$ cat src/rtl/plot_pkg.sv
// Shared types and constants for the sprite plot sink: screen geometry,
// coordinate/colour widths, the sink FSM state type and the buffered pixel entry.
package plot_pkg;

  localparam int SCR_W_DEF = 160;
  localparam int SCR_H_DEF = 120;
  localparam int X_W       = 8;
  localparam int Y_W       = 7;
  localparam int COLOUR_W  = 3;
  localparam int ENTRY_W   = X_W + Y_W + COLOUR_W;

  typedef enum logic [1:0] {
    IDLE   = 2'd0,
    ACCEPT = 2'd1,
    DRAIN  = 2'd2,
    DONE   = 2'd3
  } plot_state_e;

  typedef struct packed {
    logic [X_W-1:0]      x;
    logic [Y_W-1:0]      y;
    logic [COLOUR_W-1:0] colour;
  } pix_entry_t;

endpackage

$ cat src/rtl/plot_pix_fifo.sv
// Small synchronous FIFO holding screen-space pixels between the clip stage
// and the VGA write register. Pointers carry one extra wrap bit so that
// full and empty can be told apart without a separate occupancy counter.
module plot_pix_fifo
  import plot_pkg::*;
#(
  parameter int DEPTH = 4,
  parameter int WIDTH = ENTRY_W
) (
  input  logic             clk,
  input  logic             resetn,
  input  logic             push,
  input  logic [WIDTH-1:0] wdata,
  input  logic             pop,
  output logic [WIDTH-1:0] rdata,
  output logic             full,
  output logic             empty
);

  localparam int AW = $clog2(DEPTH);

  logic [WIDTH-1:0] mem_q [DEPTH];
  logic [AW:0]      wr_ptr_q, wr_ptr_d;
  logic [AW:0]      rd_ptr_q, rd_ptr_d;
  logic             do_push_s, do_pop_s;

  assign full  = (wr_ptr_q[AW] != rd_ptr_q[AW]) && (wr_ptr_q[AW-1:0] == rd_ptr_q[AW-1:0]);
  assign empty = (wr_ptr_q == rd_ptr_q);
  assign rdata = mem_q[rd_ptr_q[AW-1:0]];

  // Next pointer values; pushes into a full FIFO and pops from an empty one are dropped.
  always_comb begin
    do_push_s = push && !full;
    do_pop_s  = pop && !empty;
    if (do_push_s) begin
      wr_ptr_d = wr_ptr_q + 1'b1;
    end else begin
      wr_ptr_d = wr_ptr_q;
    end
    if (do_pop_s) begin
      rd_ptr_d = rd_ptr_q + 1'b1;
    end else begin
      rd_ptr_d = rd_ptr_q;
    end
  end

  // Pointer registers; reset empties the FIFO.
  always_ff @(posedge clk) begin
    if (!resetn) begin
      wr_ptr_q <= '0;
      rd_ptr_q <= '0;
    end else begin
      wr_ptr_q <= wr_ptr_d;
      rd_ptr_q <= rd_ptr_d;
    end
  end

  // Storage array; contents need no reset because empty gates every read.
  always_ff @(posedge clk) begin
    if (do_push_s) begin
      mem_q[wr_ptr_q[AW-1:0]] <= wdata;
    end
  end

endmodule

$ cat src/rtl/sprite_plot_sink.sv
// Sprite plot sink: accepts sprite-local pixels, offsets them by the origin
// latched at start, clips to the screen, buffers them and writes them to the
// VGA adapter one per granted cycle. done pulses once all pixels are out.
// Optional build macro PLOT_TRANSPARENCY_EN: pixels whose colour equals
// TRANSP_COLOUR are counted but never written.
module sprite_plot_sink
  import plot_pkg::*;
#(
  parameter int SPR_W      = 20,
  parameter int SPR_H      = 20,
  parameter int SCR_W      = SCR_W_DEF,
  parameter int SCR_H      = SCR_H_DEF,
  parameter int FIFO_DEPTH = 4
`ifdef PLOT_TRANSPARENCY_EN
  ,
  parameter logic [COLOUR_W-1:0] TRANSP_COLOUR = 3'b000
`endif
) (
  input  logic                clk,
  input  logic                resetn,
  input  logic                start,
  input  logic [X_W-1:0]      org_x,
  input  logic [Y_W-1:0]      org_y,
  input  logic                pix_valid,
  output logic                pix_ready,
  input  logic [4:0]          pix_x,
  input  logic [4:0]          pix_y,
  input  logic [COLOUR_W-1:0] pix_colour,
  input  logic                grant,
  output logic [X_W-1:0]      vga_x,
  output logic [Y_W-1:0]      vga_y,
  output logic [COLOUR_W-1:0] vga_colour,
  output logic                vga_writeEn,
  output logic                busy,
  output logic                done
);

  localparam int NPIX  = SPR_W * SPR_H;
  localparam int CNT_W = $clog2(NPIX);
  localparam logic [CNT_W-1:0] LAST_CNT = CNT_W'(NPIX - 1);

  plot_state_e         state_q, state_d;
  logic [X_W-1:0]      org_x_q, org_x_d;
  logic [Y_W-1:0]      org_y_q, org_y_d;
  logic [CNT_W-1:0]    cnt_q, cnt_d;
  logic                vga_we_q, vga_we_d;
  logic [X_W-1:0]      vga_x_q, vga_x_d;
  logic [Y_W-1:0]      vga_y_q, vga_y_d;
  logic [COLOUR_W-1:0] vga_c_q, vga_c_d;

  logic [X_W:0]        sx_s;
  logic [Y_W:0]        sy_s;
  logic                in_bounds_s, keep_s, accept_s, push_s, pop_s;
  logic                fifo_full_s, fifo_empty_s;
  pix_entry_t          push_entry_s, pop_entry_s;

  // Screen-space address, clip and push decision for the pixel on the input port.
  always_comb begin
    sx_s         = {1'b0, org_x_q} + {4'b0000, pix_x};
    sy_s         = {1'b0, org_y_q} + {3'b000, pix_y};
    in_bounds_s  = (sx_s < (X_W + 1)'(SCR_W)) && (sy_s < (Y_W + 1)'(SCR_H));
`ifdef PLOT_TRANSPARENCY_EN
    keep_s       = in_bounds_s && (pix_colour != TRANSP_COLOUR);
`else
    keep_s       = in_bounds_s;
`endif
    accept_s     = (state_q == ACCEPT) && pix_valid && !fifo_full_s;
    push_s       = accept_s && keep_s;
    pop_s        = grant && !fifo_empty_s;
    push_entry_s = '{x: sx_s[X_W-1:0], y: sy_s[Y_W-1:0], colour: pix_colour};
  end

  plot_pix_fifo #(
    .DEPTH (FIFO_DEPTH),
    .WIDTH (ENTRY_W)
  ) u_fifo (
    .clk    (clk),
    .resetn (resetn),
    .push   (push_s),
    .wdata  (push_entry_s),
    .pop    (pop_s),
    .rdata  (pop_entry_s),
    .full   (fifo_full_s),
    .empty  (fifo_empty_s)
  );

  // Sprite sequencing: origin latch, pixel counting and drain-to-done.
  always_comb begin
    state_d = state_q;
    org_x_d = org_x_q;
    org_y_d = org_y_q;
    cnt_d   = cnt_q;
    case (state_q)
      IDLE: begin
        if (start) begin
          org_x_d = org_x;
          org_y_d = org_y;
          cnt_d   = '0;
          state_d = ACCEPT;
        end else begin
          state_d = IDLE;
        end
      end
      ACCEPT: begin
        if (accept_s) begin
          cnt_d = cnt_q + 1'b1;
          if (cnt_q == LAST_CNT) begin
            state_d = DRAIN;
          end else begin
            state_d = ACCEPT;
          end
        end else begin
          state_d = ACCEPT;
        end
      end
      DRAIN: begin
        if (fifo_empty_s) begin
          state_d = DONE;
        end else begin
          state_d = DRAIN;
        end
      end
      DONE: begin
        state_d = IDLE;
      end
      default: begin
        state_d = IDLE;
      end
    endcase
  end

  // Output stage: a granted pop loads the write register, otherwise it holds.
  always_comb begin
    if (pop_s) begin
      vga_we_d = 1'b1;
      vga_x_d  = pop_entry_s.x;
      vga_y_d  = pop_entry_s.y;
      vga_c_d  = pop_entry_s.colour;
    end else begin
      vga_we_d = 1'b0;
      vga_x_d  = vga_x_q;
      vga_y_d  = vga_y_q;
      vga_c_d  = vga_c_q;
    end
  end

  // State, origin, counter and VGA write registers with synchronous reset.
  always_ff @(posedge clk) begin
    if (!resetn) begin
      state_q  <= IDLE;
      org_x_q  <= '0;
      org_y_q  <= '0;
      cnt_q    <= '0;
      vga_we_q <= 1'b0;
      vga_x_q  <= '0;
      vga_y_q  <= '0;
      vga_c_q  <= '0;
    end else begin
      state_q  <= state_d;
      org_x_q  <= org_x_d;
      org_y_q  <= org_y_d;
      cnt_q    <= cnt_d;
      vga_we_q <= vga_we_d;
      vga_x_q  <= vga_x_d;
      vga_y_q  <= vga_y_d;
      vga_c_q  <= vga_c_d;
    end
  end

  assign pix_ready   = (state_q == ACCEPT) && !fifo_full_s;
  assign busy        = (state_q != IDLE);
  assign done        = (state_q == DONE);
  assign vga_writeEn = vga_we_q;
  assign vga_x       = vga_x_q;
  assign vga_y       = vga_y_q;
  assign vga_colour  = vga_c_q;

endmodule

$ cat config.mk
export PLATFORM = sky130hd
export DESIGN_NAME = sprite_plot_sink
export DESIGN_NICKNAME = d
export VERILOG_FILES = /design/src/rtl/plot_pkg.sv /design/src/rtl/plot_pix_fifo.sv /design/src/rtl/sprite_plot_sink.sv
export SDC_FILE = /design/constraint.sdc
export NUM_CORES = 1
export LEC_CHECK = 0
export CAP_MARGIN = 20
export CORE_ASPECT_RATIO = 0.7
export CORE_UTILIZATION = 45
export CTS_BUF_LIST = sky130_fd_sc_hd__clkbuf_4 sky130_fd_sc_hd__clkbuf_8 sky130_fd_sc_hd__clkbuf_16
export CTS_CLUSTER_DIAMETER = 30
export DETAILED_ROUTE_END_ITERATION = 10
export PLACE_DENSITY = 0.63
export SLEW_MARGIN = 15
export SYNTH_ARGS = -nofsm -noshare
export SYNTH_HDL_FRONTEND = slang
export SYNTH_SLANG_ARGS = --single-unit
$ cat constraint.sdc
create_clock -name clk -period 3.65 [get_ports clk]
set_input_delay 0.365 -clock clk [delete_from_list [all_inputs] [get_ports clk]]
set_output_delay 0.365 -clock clk [all_outputs]
set_load 0.1 [all_outputs]
==> metrics.md, run 1 <==
| Metric | Value |
|---|---|
| Setup CP Type | in -> reg |
| Hold Crit Class | reg -> reg |
| Vias in the first global route | 3359 |
| PwrDens | 557 nW/µm² |
| Final Max Tran Viols | 0 |
| WP data arrival | 2860 ps |
| Clock sink count | 123 |
| Die Y | 93.4 µm |
| EDFF count, synth | 72 |
| Pwr Total | 0.00370 W |
| Antenna Violating Nets Remaining | 0 |
| R2R setup slack | 950 ps |
| Delay-heaviest family, CP | buffers and inverters |
| Antenna violations before repair | 0 |
| Diode count | 0 |
| Initial drt markers | 239 |
| Post-CTS resize count | 0 |
| Slew HR | 34.0% |
| Yosys warning count | 0 |
| Asr flop ratio synth | 0% |
| Largest cells by area after synthesis | edfxtp_1, dfxtp_1, mux4_2 |
| Cells after Synth | 425 |
| Setup violations, final | 0 |
| Area Growth Syn to Fin | 23.8% |
| Critical R2R Launch | org_y_q[0] |
| CP startpoint | pix_y[0] |
| Max-cap violations | 0 |
| Vias post-DR | 3301 |
| Post-CTS Setup Inserts | 0 |
| Total gr overflow | 0 |
| CP max-delay cell | clkdlybuf4s50_1 |
| FP Rows | 32 |
| Actual slew at the worst max-slew pin | 986 ps |
| Worst-skew pair later-pin latency | 420 ps |
| Tcrit/Tclk final | 76.1% |
| Final hold viol count | 0 |
| Post-synthesis register bit count | 123 |
| Min cycle time layout | 2780 ps |
| Largest net degree at the start of global routing | 26 |
| CTS tree | done |
| Peak Freq | 0.360 GHz |
| Residual DRC | 0 |
| CP Buf/Inv Count | 3 |
| Max clock buf depth | 2 |
| Number of distinct library cells after synthesis | 55 |
| Hold_sp | vga_x[0] |
| Area of the die | 12400 µm² |
| Main flop type after synthesis | edfxtp_1 |
| Unrepaired setup endpoints after global routing | no |
| Layout cells sized above 1 | 14.0% |
| Worst EP required | 3730 ps |
| Share of the synthesized area in the top cell type | 40.3% |
| CTS hold repair buffers | 0 |
| Critical path, cell by cell | clkdlybuf4s50_1 -> ha_1 -> inv_1 -> fa_1 -> nand2b_1 -> o2bb2ai_1 -> xnor2_1 -> a2bb2oi_1 -> nand3_2 -> nor2_1 -> buf_4 |
| First-pass GRT wire length | 16.6 mm |
| Synth top cells by count | nand2_1, edfxtp_1, dfxtp_1 |
| Final wirelength | 10.2 mm |
| Average wire per standard cell | 15.5 µm |
| GPL Wtd Cong | 0.801 |
| Hold path depth | 2 |
| Syn Std Cell Area | 5370 µm² |
| Clk root buf | clkbuf_16 |
| Total GRT Usage | 18.2% |
| Startpoint class of the critical path | primary input |
| HPWL after detailed placement | 6.97 mm |
| Synthesized area per cell | 12.6 µm² |
| Max incr delay on CP | 460 ps |
| CTS Buf Count | 17 |
| Drt first pass iters | 4 |
| NumNets Final | 539 |
| I/O Buffers | 54 |
| Static Leak | 2.31 nW |
| Crit. End Element | flip-flop |
| Die X | 133 µm |
| Peak VDD IR | 400 µV |
| Setup_tns | 0 ps |
| Clk slew on worst S/H paths | 50 ps |
| R2R depth | 10 |
| H-tree levels | 4 |
| Most common cell in the netlist | nand2_1 |
| WHS Endpoint | vga_x[0] |
| Ports | 55 |
| Initial cell density of the core | 47.5% |
| Cell taking the most area after synthesis | edfxtp_1 |
| Critical-path maximum fanout | 18 |
| Worst Skew | 21.9 ps |
| Status | completed |
| Mapped Nets | 476 |
| Via density | 5.05 |
| Core Area | 11300 µm² |
| RR Endpoint | u_fifo.mem_q[2][2] |
| Seq/Total Area, Yosys | 59.3% |
power by group:
group	internal, W	leakage [nW]	total, W	switching, W
sequential	0.00154	1.07	0.00156	0.0000274
clock	0.00104	0.291	0.00161	0.000569
combinational	0.000187	0.947	0.000526	0.000340
total	0.00277	2.31	0.00370	0.000936
through the flow:
step	hold slack, ps	instances	util, %	instance area, µm²	worst slack (ps)
after CTS	453	654	58.9	6650	883
final	449	654	58.9	6650	873
after detailed placement	445	622	53.7	6070	446
after floorplan	447	425	-	5370	651
after global routing	470	654	58.9	6650	679
after global placement	441	622	53.7	6070	534
layout by cell type (no fill, tap or decap), drive strengths merged, types with 3 or more instances in the layout:
master	count
nand2	85
edfxtp	72
clkdlybuf4s50	53
dfxtp	51
a21boi	36
clkbuf	25
nor2	21
mux4	18
inv	17
ha	16
xnor2	15
nand3	8
xor2	7
buf	7
and2	5
o21ai	5
nor2b	5
a21oi	5
clkinv	5
nand2b	4
mux2i	4
nand3b	3
nor3	3
how the worst max path moves through the flow:
| stage | endpoint | slack [ps] | cells past startpoint |
|---|---|---|---|
| 6_report | u_fifo.mem_q[2][2] | 870 | 11 |
| 5_1_grt | u_fifo.mem_q[0][13] | 680 | 11 |
| 4_1_cts | u_fifo.mem_q[2][13] | 880 | 11 |
| 3_5_place_dp | u_fifo.mem_q[2][0] | 450 | 11 |
| 3_3_place_gp | u_fifo.mem_q[1][2] | 530 | 11 |
| 2_1_floorplan | u_fifo.mem_q[0][0] | 650 | 9 |
registers in the layout, indices dropped and copies added (netlist names), 7 cells and up, named ones only:
signal / count
cnt_q: 9
org_y_q: 7
u_fifo.mem_q: 72
vga_x: 8
vga_y: 7
org_x_q: 8
routing by layer:
layer	routed length, µm	track usage [%]
met4	62	8.52
met1	5100	25.2
met3	497	4.50
met2	4500	26.9
met5	0	0
worst reg2reg max path, delay by kind of cell (launching register included):
kind / cells / cell delay, ps
adders and majority gates: 2 / 580
buffers and inverters: 2 / 350
AOI/OAI and AO/OA: 2 / 410
xor gates and xnor gates: 1 / 220
and+or+nand+nor: 3 / 470
DFF: 1 / 330
cell families after synthesis:
kind of cell / synth area share (%)
adder cells (fa/ha/maj): 4.48
multiplexers: 8.30
AND/OR/NAND/NOR: 12.8
AO/OA/AOI/OAI: 8.97
flip-flops: 59.3
XOR/XNOR: 3.59
buffers and inverters: 2.61
final cells by class:
cell class,instances,area [µm²]
flip-flops and latches,123,3180
clock buffers,25,517
well taps,153,191
repair buffers,60,583
fillers,943,4640
clock inverters,7,65.1
inverters,17,63.8
multi-input cells,269,2040
No activity file was read; power rests on OpenSTA's default activity.
==> inputs of run 2 (changes only) <==
==> constraint.sdc (replaced) <==
create_clock -name clk -period 2.9 [get_ports clk]
set_input_delay 0.29 -clock clk [delete_from_list [all_inputs] [get_ports clk]]
set_output_delay 0.29 -clock clk [all_outputs]
set_load 0.1 [all_outputs]
==> run 2 against run 1 <==
Net effect:
- register-to-register slack worse by 630 ps
- combinational power is 28% higher
- via count up 1.3%
- final area rose by 1.4%
- largest power group unchanged
- count of clock-buffer cells in the layout fell by 4
- highest routed layer unchanged
==> metrics.md, run 2 (same netlist as run 1, synthesis figures left out) <==
| Metric | Value |
|---|---|
| Die X | 133 µm (unchanged) |
| Min cycle time layout | 2580 ps |
| GPL Wtd Cong | 0.788 (-1.7%) |
| Max clock buf depth | 2 (unchanged) |
| Clock sink count | 123 (unchanged) |
| Startpoint class of the critical path | flip-flop |
| Antenna violations before repair | 0 (unchanged) |
| Vias post-DR | 3345 (+1.3%) |
| Commonest non-fill, non-tap cells in the layout | nand2_1, edfxtp_1, dfxtp_1, buf_4, clkdlybuf4s50_1 |
| CTS hold repair buffers | 0 (unchanged) |
| R2R setup slack | 320 ps (-630 ps) |
| Post-CTS Setup Inserts | 0 (unchanged) |
| Layout cells sized above 1 | 19.8% (+5.8 points) |
| Clk root buf | clkbuf_16 |
| Peak VDD IR | 434 µV (+8.3%) |
| Core Area | 11300 µm² (unchanged) |
| Max-cap violations | 0 (unchanged) |
| Vias in the first global route | 3350 (-0.27%) |
| Post-CTS resize count | 0 (unchanged) |
| Max reg flops | 72 (unchanged) |
| FP Rows | 32 (unchanged) |
| Diode count | 0 (unchanged) |
| Placed Area | 6150 µm² (+1.4%) |
| Worst-skew pair later-pin latency | 410 ps (about the same) |
| Final hold viol count | 0 (unchanged) |
| WHS Endpoint | org_y_q[3] |
| RR Endpoint | u_fifo.mem_q[1][11] |
| Unrepaired setup endpoints after global routing | no |
| Post-Place Cells | 632 (+1.6%) |
| Clk slew on worst S/H paths | 60 ps (about the same) |
| Via density | 5.04 (-0.19%) |
| Final Max Tran Viols | 0 (unchanged) |
| NumNets Final | 549 (+1.9%) |
| Register Area | 3180 µm² (unchanged) |
| Critical path, cell by cell | ha_1 -> inv_1 -> fa_1 -> nor2b_4 -> o21ai_0 -> a31oi_1 -> a2bb2oi_1 -> nand3_2 -> nor2_1 -> buf_12 |
| I/O Buffers | 54 (unchanged) |
| Setup_tns | 0 ps (unchanged) |
| Peak Freq | 0.387 GHz |
| H-tree levels | 4 (unchanged) |
| Crit. End Element | flip-flop |
| CP max-delay cell | fa_1 |
| Worst Skew | 11.6 ps (-10.2 ps) |
| Average wire per standard cell | 15.7 µm (+0.82%) |
| First-pass GRT wire length | 17.0 mm (+2.6%) |
| HPWL after detailed placement | 7.10 mm (+2.0%) |
| Hold_sp | org_y[3] |
| Hold path depth | 3 (+1) |
| Drt first pass iters | 4 (unchanged) |
| Delay-heaviest family, CP | adder cells |
| Critical R2R Launch | org_x_q[0] |
| Area Growth Syn to Fin | 25.6% |
| Initial drt markers | 212 (-11%) |
| Fill cell count | 899 (-4.7%) |
| Total GRT Usage | 18.9% (+0.69 points) |
| Status | completed |
| Initial cell density of the core | 47.5% (unchanged) |
| Die Y | 93.4 µm (unchanged) |
| WP data arrival | 2690 ps (-170 ps) |
| Hold Crit Class | in -> reg |
| Slew HR | 47.3% (+13 points) |
| Residual DRC | 0 (unchanged) |
| Final wirelength | 10.4 mm (+2.4%) |
| Ports | 55 (unchanged) |
| Design Area, Final | 6740 µm² (+1.4%) |
| Tcrit/Tclk final | 89.1% |
| Max incr delay on CP | 420 ps (-40 ps) |
| Area of the die | 12400 µm² (unchanged) |
| CTS tree | done |
| Combined area of the multi-input logic cells | 2040 µm² (unchanged) |
| Setup violations, final | 0 (unchanged) |
| Largest net degree at the start of global routing | 21 (-19%) |
| Antenna Violating Nets Remaining | 0 (unchanged) |
| CP Buf/Inv Count | 2 (-1) |
| PwrDens | 700 nW/µm² (+26%) |
| Total gr overflow | 0 (unchanged) |
| Non-filler instance count after layout | 664 (+1.5%) |
| CTS Buf Count | 17 (unchanged) |
| Worst EP required | 3010 ps (-720 ps) |
| Most common cell after layout, fill and taps aside | nand2_1 |
| Setup CP Type | reg -> reg |
| Static Leak | 2.41 nW (+4.3%) |
| Actual slew at the worst max-slew pin | 790 ps (-196 ps) |
| Critical-path maximum fanout | 18 (unchanged) |
| R2R depth | 10 (unchanged) |
-- run 2: area by class of cell --
class	instances	share of cell area [%]
Inverter	17	0.946
Clock inverter	11	1.76
Tap cell	153	2.84
Multi-Input combinational cell	269	30.3
Sequential cell	123	47.2
Clock buffer	21	7.03
Timing Repair Buffer	70	9.91
-- run 2: where the power goes --
group | internal, W | switching (W)
clock | 0.00134 | 0.000742
sequential | 0.00193 | 0.0000353
combinational | 0.000241 | 0.000432
total | 0.00351 | 0.00121
-- run 2: how the worst max path moves through the flow --
stage / start / slack [ps] / cells after the start / endpoint
final: org_x_q[0] / 320 / 10 / u_fifo.mem_q[1][11]
after CTS: org_x_q[0] / 300 / 10 / u_fifo.mem_q[0][14]
after global routing: org_x_q[0] / 90 / 10 / u_fifo.mem_q[0][14]
after floorplan: org_x_q[0] / -50 / 9 / u_fifo.mem_q[0][0]
after global placement: pix_x[0] / 0.2 / 11 / u_fifo.mem_q[0][10]
after detailed placement: pix_x[0] / -80 / 11 / u_fifo.mem_q[0][10]
-- run 2: worst reg2reg max path, cell delays in order, from the launching register on --
cell	delay, ps
dfxtp_1	360
ha_1	190
inv_1	60
fa_1	420
nor2b_4	130
o21ai_0	100
a31oi_1	240
a2bb2oi_1	250
nand3_2	140
nor2_1	190
buf_12	190
-- run 2: stage by stage --
step | hold WS [ps] | utilization (%) | total power [W] | worst slack (ps)
CTS | 422 | 59.7 | 0.00478 | 300
detailed placement | 448 | 54.5 | 0.00269 | -75.8
global route | 435 | 59.7 | 0.00491 | 91.5
global placement | 443 | 54.5 | 0.00267 | 0.230
finish | 439 | 59.7 | 0.00472 | 317
floorplan | 389 | - | 0.00249 | -49.3
-- run 2: routing by layer --
layer / vias up / share of wire, % / GRT usage, %
met5: - / 0 / 0
met1: 1598 / 49 / 25.3
li1: 1660 / - / -
met3: 8 / 5.5 / 5.80
met4: 0 / 1.2 / 8.62
met2: 79 / 45 / 28.2
